## src/rtl/dpd_adapt_ctrl_pkg.sv

```systemverilog
// Shared types and default timing for the DPD adaptation sequencer.
package dpd_adapt_ctrl_pkg;

   typedef logic [15:0] u16;
   typedef logic [19:0] u20;
   typedef logic [31:0] u32;

   // Encodings are visible on the debug state port; keep them fixed.
   typedef enum logic [1:0] {
      ST_IDLE   = 2'd0,
      ST_SETTLE = 2'd1,
      ST_ADAPT  = 2'd2,
      ST_HOLD   = 2'd3
   } dpd_ctrl_state_t;

   // Settle covers the DPD pipeline delay plus the PA feedback delay.
   localparam int DPD_SETTLE_LEN = 1000;
   localparam int DPD_ADAPT_LEN  = 801;
   localparam int DPD_HOLD_LEN   = 4096;
   localparam int DPD_OVL_CNT    = 4;

   // Saturating increment for the completed-window counter.
   function automatic u16 sat_inc16(input u16 v);
      return (v == 16'hFFFF) ? v : v + 16'd1;
   endfunction

endpackage

```

## src/rtl/dpd_adapt_ctrl_ovl_detect.sv

```systemverilog
// Overload detector: strict magnitude compare plus a run-length counter of
// consecutive over-threshold samples. Kept separate so PA protection can reuse it.
module dpd_adapt_ctrl_ovl_detect
   import dpd_adapt_ctrl_pkg::*;
#(
   parameter int OVL_CNT = DPD_OVL_CNT
) (
   input  logic clk,
   input  logic reset_b,
   input  logic arm,
   input  logic clr,
   input  u20   magn,
   input  u20   thr,
   output logic hit
);

   localparam int            OW   = (OVL_CNT > 1) ? $clog2(OVL_CNT) : 1;
   localparam logic [OW-1:0] LAST = OW'(OVL_CNT - 1);

   logic [OW-1:0] run_q;
   logic          over;

   // Equality with the threshold is not an overload.
   assign over = (magn > thr);

   // Fires on the sample that completes the run, so the caller can act on the same edge.
   assign hit = arm & over & (run_q == LAST);

   // Run length of consecutive over-threshold samples; restarts after a hit.
   always_ff @(posedge clk) begin
      if (!reset_b) begin
         run_q <= '0;
      end else if (clr || !arm || !over || hit) begin
         run_q <= '0;
      end else begin
         run_q <= run_q + OW'(1);
      end
   end

endmodule

```

## src/rtl/dpd_adapt_ctrl.sv

```systemverilog
// DPD adaptation sequencer: settle, open a fixed adapt window, then stop or
// repeat after a hold gap. Kills the window on sustained PA overload.
//
//   state  | meaning
//   -------+------------------------------------------------------------
//   IDLE   | waiting for en & start; all outputs low
//   SETTLE | letting the DPD pipeline and PA feedback path settle
//   ADAPT  | dpd_adapt high; overload detector armed
//   HOLD   | gap between iterations in continuous mode
module dpd_adapt_ctrl
   import dpd_adapt_ctrl_pkg::*;
#(
   parameter int SETTLE_LEN = DPD_SETTLE_LEN,
   parameter int ADAPT_LEN  = DPD_ADAPT_LEN,
   parameter int HOLD_LEN   = DPD_HOLD_LEN,
   parameter int OVL_CNT    = DPD_OVL_CNT,
   parameter int CW         = 16
) (
   input  logic       clk,
   input  logic       reset_b,
   input  logic       en,
   input  logic       start,
   input  logic       cont,
   input  u20         magn_pa,
   input  u20         magn_thr,
   output logic       dpd_adapt,
   output logic       busy,
   output logic       done,
   output logic       abort,
   output u16         iter_cnt,
   output logic [1:0] state
);

   // Counter runs 0..LEN-1 in each timed state; the last value is the terminal count.
   localparam logic [CW-1:0] SETTLE_LAST = CW'(SETTLE_LEN - 1);
   localparam logic [CW-1:0] ADAPT_LAST  = CW'(ADAPT_LEN - 1);
   localparam logic [CW-1:0] HOLD_LAST   = CW'(HOLD_LEN - 1);

   dpd_ctrl_state_t state_q, state_nx;
   logic [CW-1:0]   cnt_q, cnt_nx;
   logic [CW-1:0]   cnt_last;
   logic            cnt_tc;
   u16              iter_q, iter_nx;
   logic            done_nx, abort_nx;
   logic            ovl_arm, ovl_clr, ovl_hit;
   logic            dpd_adapt_q, busy_q, done_q, abort_q;

   // Terminal count for whichever timed state is active.
   always_comb begin
      cnt_last = '0;
      case (state_q)
         ST_SETTLE: cnt_last = SETTLE_LAST;
         ST_ADAPT:  cnt_last = ADAPT_LAST;
         ST_HOLD:   cnt_last = HOLD_LAST;
         default:   cnt_last = '0;
      endcase
   end

   assign cnt_tc = (cnt_q == cnt_last);

   // Detector only counts in ADAPT and restarts on every state change, including en drop.
   assign ovl_arm = en & (state_q == ST_ADAPT);
   assign ovl_clr = (state_nx != state_q);

   dpd_adapt_ctrl_ovl_detect #(
      .OVL_CNT (OVL_CNT)
   ) u_ovl_detect (
      .clk     (clk),
      .reset_b (reset_b),
      .arm     (ovl_arm),
      .clr     (ovl_clr),
      .magn    (magn_pa),
      .thr     (magn_thr),
      .hit     (ovl_hit)
   );

   // Next state, cycle counter, completion/abort strobes and window count.
   always_comb begin
      state_nx = state_q;
      cnt_nx   = cnt_q;
      iter_nx  = iter_q;
      done_nx  = 1'b0;
      abort_nx = 1'b0;
      if (!en) begin
         // Silent stop: no done/abort, iteration count kept.
         state_nx = ST_IDLE;
         cnt_nx   = '0;
      end else begin
         case (state_q)
            ST_IDLE: begin
               cnt_nx = '0;
               if (start) begin
                  state_nx = ST_SETTLE;
               end
            end
            ST_SETTLE: begin
               if (cnt_tc) begin
                  state_nx = ST_ADAPT;
                  cnt_nx   = '0;
               end else begin
                  cnt_nx = cnt_q + CW'(1);
               end
            end
            ST_ADAPT: begin
               // Overload takes priority over a coincident normal completion.
               if (ovl_hit) begin
                  state_nx = ST_IDLE;
                  cnt_nx   = '0;
                  abort_nx = 1'b1;
               end else if (cnt_tc) begin
                  state_nx = cont ? ST_HOLD : ST_IDLE;
                  cnt_nx   = '0;
                  done_nx  = 1'b1;
                  iter_nx  = sat_inc16(iter_q);
               end else begin
                  cnt_nx = cnt_q + CW'(1);
               end
            end
            ST_HOLD: begin
               // cont is not looked at here; a started hold always runs into SETTLE.
               if (cnt_tc) begin
                  state_nx = ST_SETTLE;
                  cnt_nx   = '0;
               end else begin
                  cnt_nx = cnt_q + CW'(1);
               end
            end
            default: begin
               state_nx = ST_IDLE;
               cnt_nx   = '0;
            end
         endcase
      end
   end

   // State register and cycle counter.
   always_ff @(posedge clk) begin
      if (!reset_b) begin
         state_q <= ST_IDLE;
         cnt_q   <= '0;
      end else begin
         state_q <= state_nx;
         cnt_q   <= cnt_nx;
      end
   end

   // Outputs registered from the next state so they line up with the state register.
   always_ff @(posedge clk) begin
      if (!reset_b) begin
         dpd_adapt_q <= 1'b0;
         busy_q      <= 1'b0;
         done_q      <= 1'b0;
         abort_q     <= 1'b0;
         iter_q      <= '0;
      end else begin
         dpd_adapt_q <= (state_nx == ST_ADAPT);
         busy_q      <= (state_nx != ST_IDLE);
         done_q      <= done_nx;
         abort_q     <= abort_nx;
         iter_q      <= iter_nx;
      end
   end

   assign dpd_adapt = dpd_adapt_q;
   assign busy      = busy_q;
   assign done      = done_q;
   assign abort     = abort_q;
   assign iter_cnt  = iter_q;
   assign state     = state_q;

endmodule

```

## config.mk

```make
export PLATFORM = sky130hd
export DESIGN_NAME = dpd_adapt_ctrl
export DESIGN_NICKNAME = d
export VERILOG_FILES = /design/src/rtl/dpd_adapt_ctrl_pkg.sv /design/src/rtl/dpd_adapt_ctrl_ovl_detect.sv /design/src/rtl/dpd_adapt_ctrl.sv
export SDC_FILE = /design/constraint.sdc
export NUM_CORES = 1
export LEC_CHECK = 0
export CORE_ASPECT_RATIO = 1.4
export CORE_MARGIN = 2
export CORE_UTILIZATION = 45
export DETAILED_ROUTE_END_ITERATION = 10
export PLACE_DENSITY = 0.76
export SLEW_MARGIN = 30
export SYNTH_ARGS = -nofsm -noshare
export SYNTH_HDL_FRONTEND = slang
export SYNTH_HIERARCHICAL = 1
export SYNTH_SLANG_ARGS = --single-unit
```

## constraint.sdc

```tcl
create_clock -name clk -period 3.8 [get_ports clk]
set_input_delay 0.95 -clock clk [delete_from_list [all_inputs] [get_ports clk]]
set_output_delay 0.95 -clock clk [all_outputs]
set_load 0.02 [all_outputs]
```

Yosys cells after proc, flatten, opt, wreduce, memory -nomap -nowiden. Cells that the tools add are included.

Eq/ne operators: 8. Order comparisons: 1. Shift-type cells: 0. Bitwise logic cells: 8. Divide/modulo/power cells: 0. Multiplexer cells: 14. Reductions and logical operators: 13. Add/sub/neg operators: 3. Multiply operators: 0.

Operators by type and width (number): $pmux W16 S3 (1); $pmux W12 S3 (1); $add A16 B1 Y16 const B (2); $mux W16 (2); $gt A20 B20 Y1 (1); $eq A16 B16 Y1 (1); $eq A16 B16 Y1 const B (1); $mux W2 (7); $eq A2 B2 Y1 const B (4); $pmux W2 S4 (1); $not A1 Y1 (5); $reduce_and A5 Y1 (1); $reduce_or A2 Y1 (2); $reduce_or A4 Y1 (1); $and A1 B1 Y1 (3); $logic_or A1 B1 Y1 (3); $reduce_and A3 Y1 (1); $add A2 B1 Y2 const B (1); $eq A2 B1 Y1 const B (1); $logic_not A1 Y1 (2); $logic_not A2 Y1 (1); $mux W1 (2); $ne A2 B2 Y1 (1); $reduce_and A2 Y1 (1); $reduce_bool A2 Y1 (1).

Bits in read-only memories: 0. Word-level logic and storage cells: 55. Memories: 0. Latch bits: 0. RAM bits: 0. Bits in registers: 40. Output and inout port bits: 22.

Depth between registers and ports, before layout. Gate-level depths: netlist (run 1).

Depth in word-level cells: 12. Gate-level depth with buffers: 13. Gate-level depth less buffers: 13.

By module. The synthesis (run 1) kept the hierarchy.

Modules (own cells, without submodules): dpd_adapt_ctrl (sequential area each 760.7 µm², area each 1788.0 µm², instances 1, cells each 219); dpd_adapt_ctrl_ovl_detect (sequential area each 40.0 µm², area each 613.1 µm², instances 1, cells each 80).

Worst setup path before layout (run 1). No wires, ideal clock.

Kind: input-to-reg. Start: input magn_thr[7]. End: register iter_q[9], in the netlist iter_cnt[9]. Setup time: 70 ps. Arrival: 3440 ps. Stages: 13. Setup slack: 290 ps. Required time: 3730 ps. Path buffers: 1. Cell sequence: inv_1 -> ha_1 -> a21oi_1 -> o21a_1 -> o221ai_1 -> a2111oi_2 -> nor2_1 -> nor3_1 -> o31ai_1 -> or2_0 -> clkbuf_2 -> or4_1 -> a21oi_1.

Longest elaborated chain between the ends: 5.

Ends and longest elaborated chain: start: declaration (RTL line dpd_adapt_ctrl.sv:25) `input u20 magn_thr,`; $gt A20 B20 Y1 (RTL line dpd_adapt_ctrl_ovl_detect.sv:24) `assign over = (magn > thr);`; $and A1 B1 Y1 (2 in a row) (RTL line dpd_adapt_ctrl_ovl_detect.sv:27) `assign hit = arm & over & (run_q == LAST);`; named net ovl_hit (RTL line dpd_adapt_ctrl.sv:45) `logic ovl_arm, ovl_clr, ovl_hit;`; $not A1 Y1 (no source line); $reduce_and A5 Y1 (no source line); end signal: assignment (RTL line dpd_adapt_ctrl.sv:160) `iter_q <= iter_nx;`; end: declaration (RTL line dpd_adapt_ctrl.sv:43) `u16 iter_q, iter_nx;`.

The timed path passes the listed nets, and every way through them passes these cells. A chain may end at the register's enable or synchronous reset.

Worst setup path after layout (run 1). Same ends and word-level chain as after synthesis.

==> run metrics, run 1 <==
outcome complete, no violations; Tcrit/Tclk final around 96%; TritonCTS Sinks 40; Least-Margin Pin Slew 0.609 ns; Root Buffer Master clkbuf_8; asr flop ratio synth 0%; VDD IR max approximately 0.2 mV; Synth area leader dfxtp_1; worst reg2reg path startpoint state[0]; critical path's slowest cell or4_1; DRC Markers 0; total CTS buffers 5; CTS clk-pin slew, worst paths approximately 0.080 ns; FILL cells 462; Area growth, synth to finish 36.5%; initial antenna violation count 0; CTS tree done; Synth Flop Type dfxtp_1; startpoint types input port; Global Route Usage Sum between 20% and 30%; share of the synthesized area in the top cell type 33.4%; Initial DRC Count between 60 and 70; Max Buffers Root-to-Sink 2; Synth Register Bits 40; reg2reg end iter_cnt[9]; first-pass GRT wire length roughly 9900 µm; die width 65.7 µm; Starting Density 46.5%; CP max FO 4; Util after Layout a little under two thirds; Final Max Slew Viols 0; layout cells sized above 1 under 10%; largest net degree at the start of global routing 19; wire length per cell ~13 µm; CP top delay family compound AO/OA/AOI/OAI gates; Synth Instances ~300; Final Setup Violations 0; Static Leak approximately 0.0013 µW; post-synth design cell area about 2400 µm²; HP Class register to register; grt ovf 0; synth top area cells dfxtp_1 33%, ha_1 12%, nor2_1 6.6%, xnor2_1 6.2%, inv_1 4.5%; syn_nets between 300 and 400; Mean Syn Cell Area ~8 µm²; via count approximately 2300; vias in the first global route 2298; R2R Setup Slk 0.91 ns; RePlAce Congestion just over 0.8; hold_sp u_ovl_detect/run_q[0]; cells on worst reg2reg path 7; DP HPWL 4430 µm; CP peak stage delay approximately 0.47 ns; row count 31; Max-slew headroom about three fifths; Final Critical Period 3.66 ns; ant diodes 0; Fin. Hold Viols 0; Die ar. about 5900 µm²; dpl ws -0.166 ns; CTS HTree Levels 2; Setup CP Type input port to register; post-synthesis sequential area ratio about a third; Worst Hold End u_ovl_detect/run_q[0]; Power Density between 200 and 300 nW/µm²; clock skew roughly 0.0050 ns; EDFF count, synth 0; post-synthesis cell type count between 40 and 50; Worst EP required roughly 4.0 ns; crit path buf inv count 2; final wirelength 5900 µm; worst setup margin around 0.14 ns; Post-CTS Hold Buffers 0; arrival time at the worst endpoint ~3.9 ns; Final nets 441; die span in y between 90 and 100 µm; Yosys warnings 6; max_cap viols 0; highest clock rate between 200 and 300 MHz; Via density 5.27; CP most frequent cell a21oi_1; critical-path cell list clkdlybuf4s50_1 > inv_1 > ha_1 > a21oi_1 > o21a_1 > o221ai_1 > a2111oi_2 > nor2_1 > nor3_2 > o31ai_1 > or2_1 > or4_1 > a21oi_1; PortBufs 66; hold depth 1; drt pass-1 iters 4; Core Box Area a little over 5000 µm²; Routed Antenna Nets 0; CP Capture Type register; total I/O pin count 67; worst skew pair latency roughly 0.30 ns
worst register-to-register path, cell delays in order (launching register included):
cell	delay [ns]
dfxtp_1	0.45
nor2_1	0.32
a31oi_1	0.08
o32a_1	0.32
or3_1	0.65
or2_1	0.38
or4_1	0.47
a21oi_1	0.15
flip-flops by register name, indices dropped and copies added, names as in the netlist:
register	count
abort	1
iter_cnt	16
state	2
cnt_q	16
busy	1
done	1
u_ovl_detect/run_q	2
dpd_adapt	1
synthesized netlist by cell type, types with 2 or more instances:
master	number
a21boi_0	3
a21oi_1	14
and3_1	7
clkbuf_1	6
dfxtp_1	40
ha_1	23
inv_1	29
nand2_1	28
nand3_1	21
nand4_1	6
nor2_1	42
nor3_1	9
nor3b_1	2
nor4_1	5
o211ai_1	2
o21a_1	4
o221ai_1	2
o31ai_1	3
or4_1	4
xnor2_1	17
xor2_1	8
per-layer routing:
metal	routed length (µm)	track usage [%]
met1	2470	22.7
met2	2900	37.6
met3	391	4.61
met4	135	7.81
met5	0	0
worst max-delay path by stage:
stage / start / endpoint / cells after the start
floorplan: magn_thr[7] / iter_cnt[9] / 13
global placement: magn_thr[7] / iter_cnt[9] / 13
detailed placement: magn_thr[7] / iter_cnt[9] / 13
CTS: magn_thr[7] / iter_cnt[9] / 13
global route: magn_thr[7] / iter_cnt[9] / 13
finish: magn_thr[7] / iter_cnt[9] / 13
report_power, final:
part           internal (µW)  leakage (µW)  switching, µW
clock network            149     0.0000516            159
registers                421      0.000322           3.33
logic                   77.8      0.000887           61.5
total                    647       0.00126            224
layout by cell type (no fill, tap or decap), types with 2 or more instances in the layout:
cell type,instances
nand2_1,28
o31ai_1,3
nor4_1,5
clkdlybuf4s50_1,66
xor2_1,8
nor3b_1,2
o211ai_1,2
and3_1,7
nor2_1,42
nand3_1,21
nand4_1,6
buf_4,10
xnor2_1,17
inv_1,29
clkbuf_8,6
dfxtp_1,40
o21a_1,4
ha_1,23
a21oi_1,14
or4_1,4
a21boi_0,3
nor3_1,8
o221ai_1,2
final cells by class:
type / count / area [µm²] / area share [%]
Timing Repair Buffer: 76 / 736 / 22.5
Clock inverter: 2 / 13.8 / 0.420
Sequential cell: 40 / 801 / 24.4
Inverter: 29 / 109 / 3.32
Multi-Input combinational cell: 221 / 1450 / 44.3
Tap cell: 66 / 82.6 / 2.52
Clock buffer: 6 / 82.6 / 2.52
cell families after synthesis:
| family | Yosys count | synth area share, % |
|---|---|---|
| AO/OA/AOI/OAI | 38 | 11.3 |
| adder cells (fa/ha/maj) | 23 | 12.0 |
| flip-flops | 40 | 33.4 |
| multiplexers | 2 | 0.886 |
| AND/OR/NAND/NOR | 133 | 27.0 |
| buffers and inverters | 38 | 6.36 |
| XOR/XNOR | 25 | 9.12 |
repair_timing:
action,4_1_cts,5_1_grt
resized for setup,0,2
setup buffers,0,0
endpoints found under the setup margin,0,5
stage by stage:
stage	area (µm²)	TNS (ns)	hold WS (ns)	std cells	power, µW
final	3280	0	0.452	440	871
after global routing	3280	-0.0112	0.467	440	909
after CTS	3270	0	0.455	440	875
after detailed placement	3180	-0.573	0.443	432	574
after global placement	3180	-0.184	0.425	432	569
after floorplan	2400	0	0.422	299	506
Note: power is estimated with default switching activity, not from simulation.
==> run 2, diff against run 1 <==
--- a/config.mk
+++ b/config.mk
@@ -9,6 +9,7 @@
 export CORE_MARGIN = 2
 export CORE_UTILIZATION = 45
 export DETAILED_ROUTE_END_ITERATION = 10
+export GPL_ROUTABILITY_DRIVEN = 0
 export PLACE_DENSITY = 0.76
 export SLEW_MARGIN = 30
 export SYNTH_ARGS = -nofsm -noshare
==> results of run 2 <==
Same layout as run 1: the final DEF is identical, and so are final timing and power.
==> run 3, diff against run 2 <==
--- a/config.mk
+++ b/config.mk
@@ -6,7 +6,6 @@
 export NUM_CORES = 1
 export LEC_CHECK = 0
 export CORE_ASPECT_RATIO = 1.4
-export CORE_MARGIN = 2
 export CORE_UTILIZATION = 45
 export DETAILED_ROUTE_END_ITERATION = 10
 export GPL_ROUTABILITY_DRIVEN = 0
==> run 3 against run 2 <==
Net effect:
- total power up 11%
- global-route usage up 0.39 points
- fmax up 2.3%
- die area down 5.2%
- critical endpoint unchanged
- worst hold slack worse by 0.00099 ns
==> run metrics, run 3 (synthesis results as in run 1) <==
critical-path cell list clkdlybuf4s50_1 > inv_1 > ha_1 > a21oi_1 > o21a_1 > o221ai_1 > a2111oi_2 > nor2_1 > nor3_1 > o31ai_1 > or2_1 > or4_1 > a21oi_1 (was clkdlybuf4s50_1 > inv_1 > ha_1 > a21oi_1 > o21a_1 > o221ai_1 > a2111oi_2 > nor2_1 > nor3_2 > o31ai_1 > or2_1 > or4_1 > a21oi_1); hold depth 1 (unchanged); post-CTS setup buffers 0 (unchanged); via count 2310 (was 2319); TritonCTS Sinks 40 (unchanged); Post-CTS Hold Buffers 0 (unchanged); DP HPWL 4310 µm (was 4430 µm); Static Leak 0.00127 µW (was 0.00126 µW); drt pass-1 iters 4 (unchanged); CP most frequent cell a21oi_1 (unchanged); Final nets 441 (unchanged); Via density 5.26 (was 5.27); Area growth, synth to finish 37.6% (was 36.5%); row count 31 (unchanged); arrival time at the worst endpoint 3.79 ns (was 3.88 ns); die span in y 88.4 µm (was 90.4 µm); CTS clk-pin slew, worst paths 0.07 ns (was 0.08 ns); initial antenna violation count 0 (unchanged); # resized after CTS 0 (unchanged); Routed Antenna Nets 0 (unchanged); Least-Margin Pin Slew 0.593 ns (was 0.609 ns); Util after Layout 64.1% (was 63.5%); vias in the first global route 2309 (was 2298); Core Box Area 5160 µm² (unchanged); CP Launch Point magn_thr[7] (unchanged); CP top delay family compound AO/OA/AOI/OAI gates (unchanged); die width 63.7 µm (was 65.7 µm); outcome complete, no violations (unchanged); CTS tree done (unchanged); Max Buffers Root-to-Sink 2 (unchanged); Worst EP required 4.02 ns (was 4.03 ns); Global Route Usage Sum 21.1% (was 20.7%); most frequent cells in the layout 66 x clkdlybuf4s50_1, 42 x nor2_1, 40 x dfxtp_1, 29 x inv_1, 28 x nand2_1 (unchanged); Max-slew headroom 60.5% (was 59.4%); crit path buf inv count 2 (unchanged); total I/O pin count 67 (unchanged); Tcrit/Tclk final 94.1% (was 96.2%); Starting Density 46.5% (unchanged); highest clock rate 280 MHz (was 274 MHz); CP peak stage delay 0.49 ns (was 0.47 ns); R2R Setup Slk 0.90 ns (was 0.91 ns); CTS HTree Levels 2 (unchanged); critical path's slowest cell or4_1 (unchanged); Worst Hold End u_ovl_detect/run_q[0] (unchanged); VDD IR max 0.236 mV (was 0.200 mV); Root Buffer Master clkbuf_8 (unchanged); most common cell after layout, fill and taps aside clkdlybuf4s50_1 (unchanged); total CTS buffers 5 (unchanged); layout cells sized above 1 6.43% (was 6.95%); Fin Setup TNS 0 ns (unchanged); largest net degree at the start of global routing 19 (unchanged); Initial DRC Count 64 (was 67); CP Capture Type register (unchanged); final wirelength 5610 µm (was 5900 µm); worst reg2reg path startpoint cnt_q[7] (was state[0]); HP Class register to register (unchanged); ant diodes 0 (unchanged); unrepaired setup endpoints after global routing false; PortBufs 66 (unchanged); grt ovf 0 (unchanged); DRC Markers 0 (unchanged); Total Power 967 µW (was 871 µW); hold_sp u_ovl_detect/run_q[0] (unchanged); Final Critical Period 3.58 ns (was 3.66 ns); startpoint types input port (unchanged); first-pass GRT wire length 9650 µm (was 9890 µm); Power Density 292 nW/µm² (was 266 nW/µm²); wire length per cell 12.8 µm (was 13.4 µm); cells on worst reg2reg path 7 (unchanged); max_cap viols 0 (unchanged); Fin. Hold Viols 0 (unchanged); Die ar. 5640 µm² (was 5940 µm²); Setup CP Type input port to register (unchanged); CP max FO 4 (unchanged); clock skew 0.00640 ns (was 0.00496 ns); reg2reg end iter_cnt[9] (unchanged); Final Setup Violations 0 (unchanged); Final Max Slew Viols 0 (unchanged); worst skew pair latency 0.29 ns (was 0.30 ns)
==> run 3: layout make-up <==
type	instances	area, µm²
fill	438	1850
tap	66	82.6
clock buffer	5	68.8
multi-input combinational	221	1450
timing repair buffer	76	736
inverter	29	109
clock inverter	2	60.1
sequential	40	801
==> run 3: power by group <==
group / switching (µW) / internal, µW / leakage, µW
Combinational: 60.7 / 77.7 / 0.000881
Clock: 146 / 259 / 0.0000642
Sequential: 3.01 / 421 / 0.000322
==> run 3: how the worst max path moves through the flow <==
stage	cells after the start	slack (ns)	endpoint
5_1_grt	13	0.01	iter_cnt[9]
6_report	13	0.22	iter_cnt[9]
3_3_place_gp	13	-0.1	iter_cnt[9]
3_5_place_dp	13	-0.17	iter_cnt[9]
4_1_cts	13	0.12	iter_cnt[9]
2_1_floorplan	13	0.29	iter_cnt[9]
==> run 3: per-stage QoR <==
step / cells / hold WS [ns] / area (µm²) / setup WS (ns)
2_1_floorplan: 299 / 0.422 / 2400 / 0.290
3_3_place_gp: 432 / 0.426 / 3180 / -0.0972
3_5_place_dp: 432 / 0.444 / 3180 / -0.170
4_1_cts: 439 / 0.454 / 3300 / 0.121
5_1_grt: 439 / 0.468 / 3300 / 0.0115
6_report: 439 / 0.451 / 3300 / 0.225
==> run 3: layer usage <==
metal | vias to the layer above | global-route usage, % | routed length, µm
met1 | 1048 | 23.4 | 2500
met5 | - | 0 | 0
met3 | 12 | 3.87 | 289
met2 | 78 | 38.8 | 2700
li1 | 1172 | - | -
met4 | 0 | 10.1 | 123
==> run 3: worst reg2reg max path: cells and delay by family, from the launching register on <==
kind,cells,cell delay (ns)
AO/OA/AOI/OAI,2,0.36
flip-flops,1,0.37
AND/OR/NAND/NOR,5,2.10
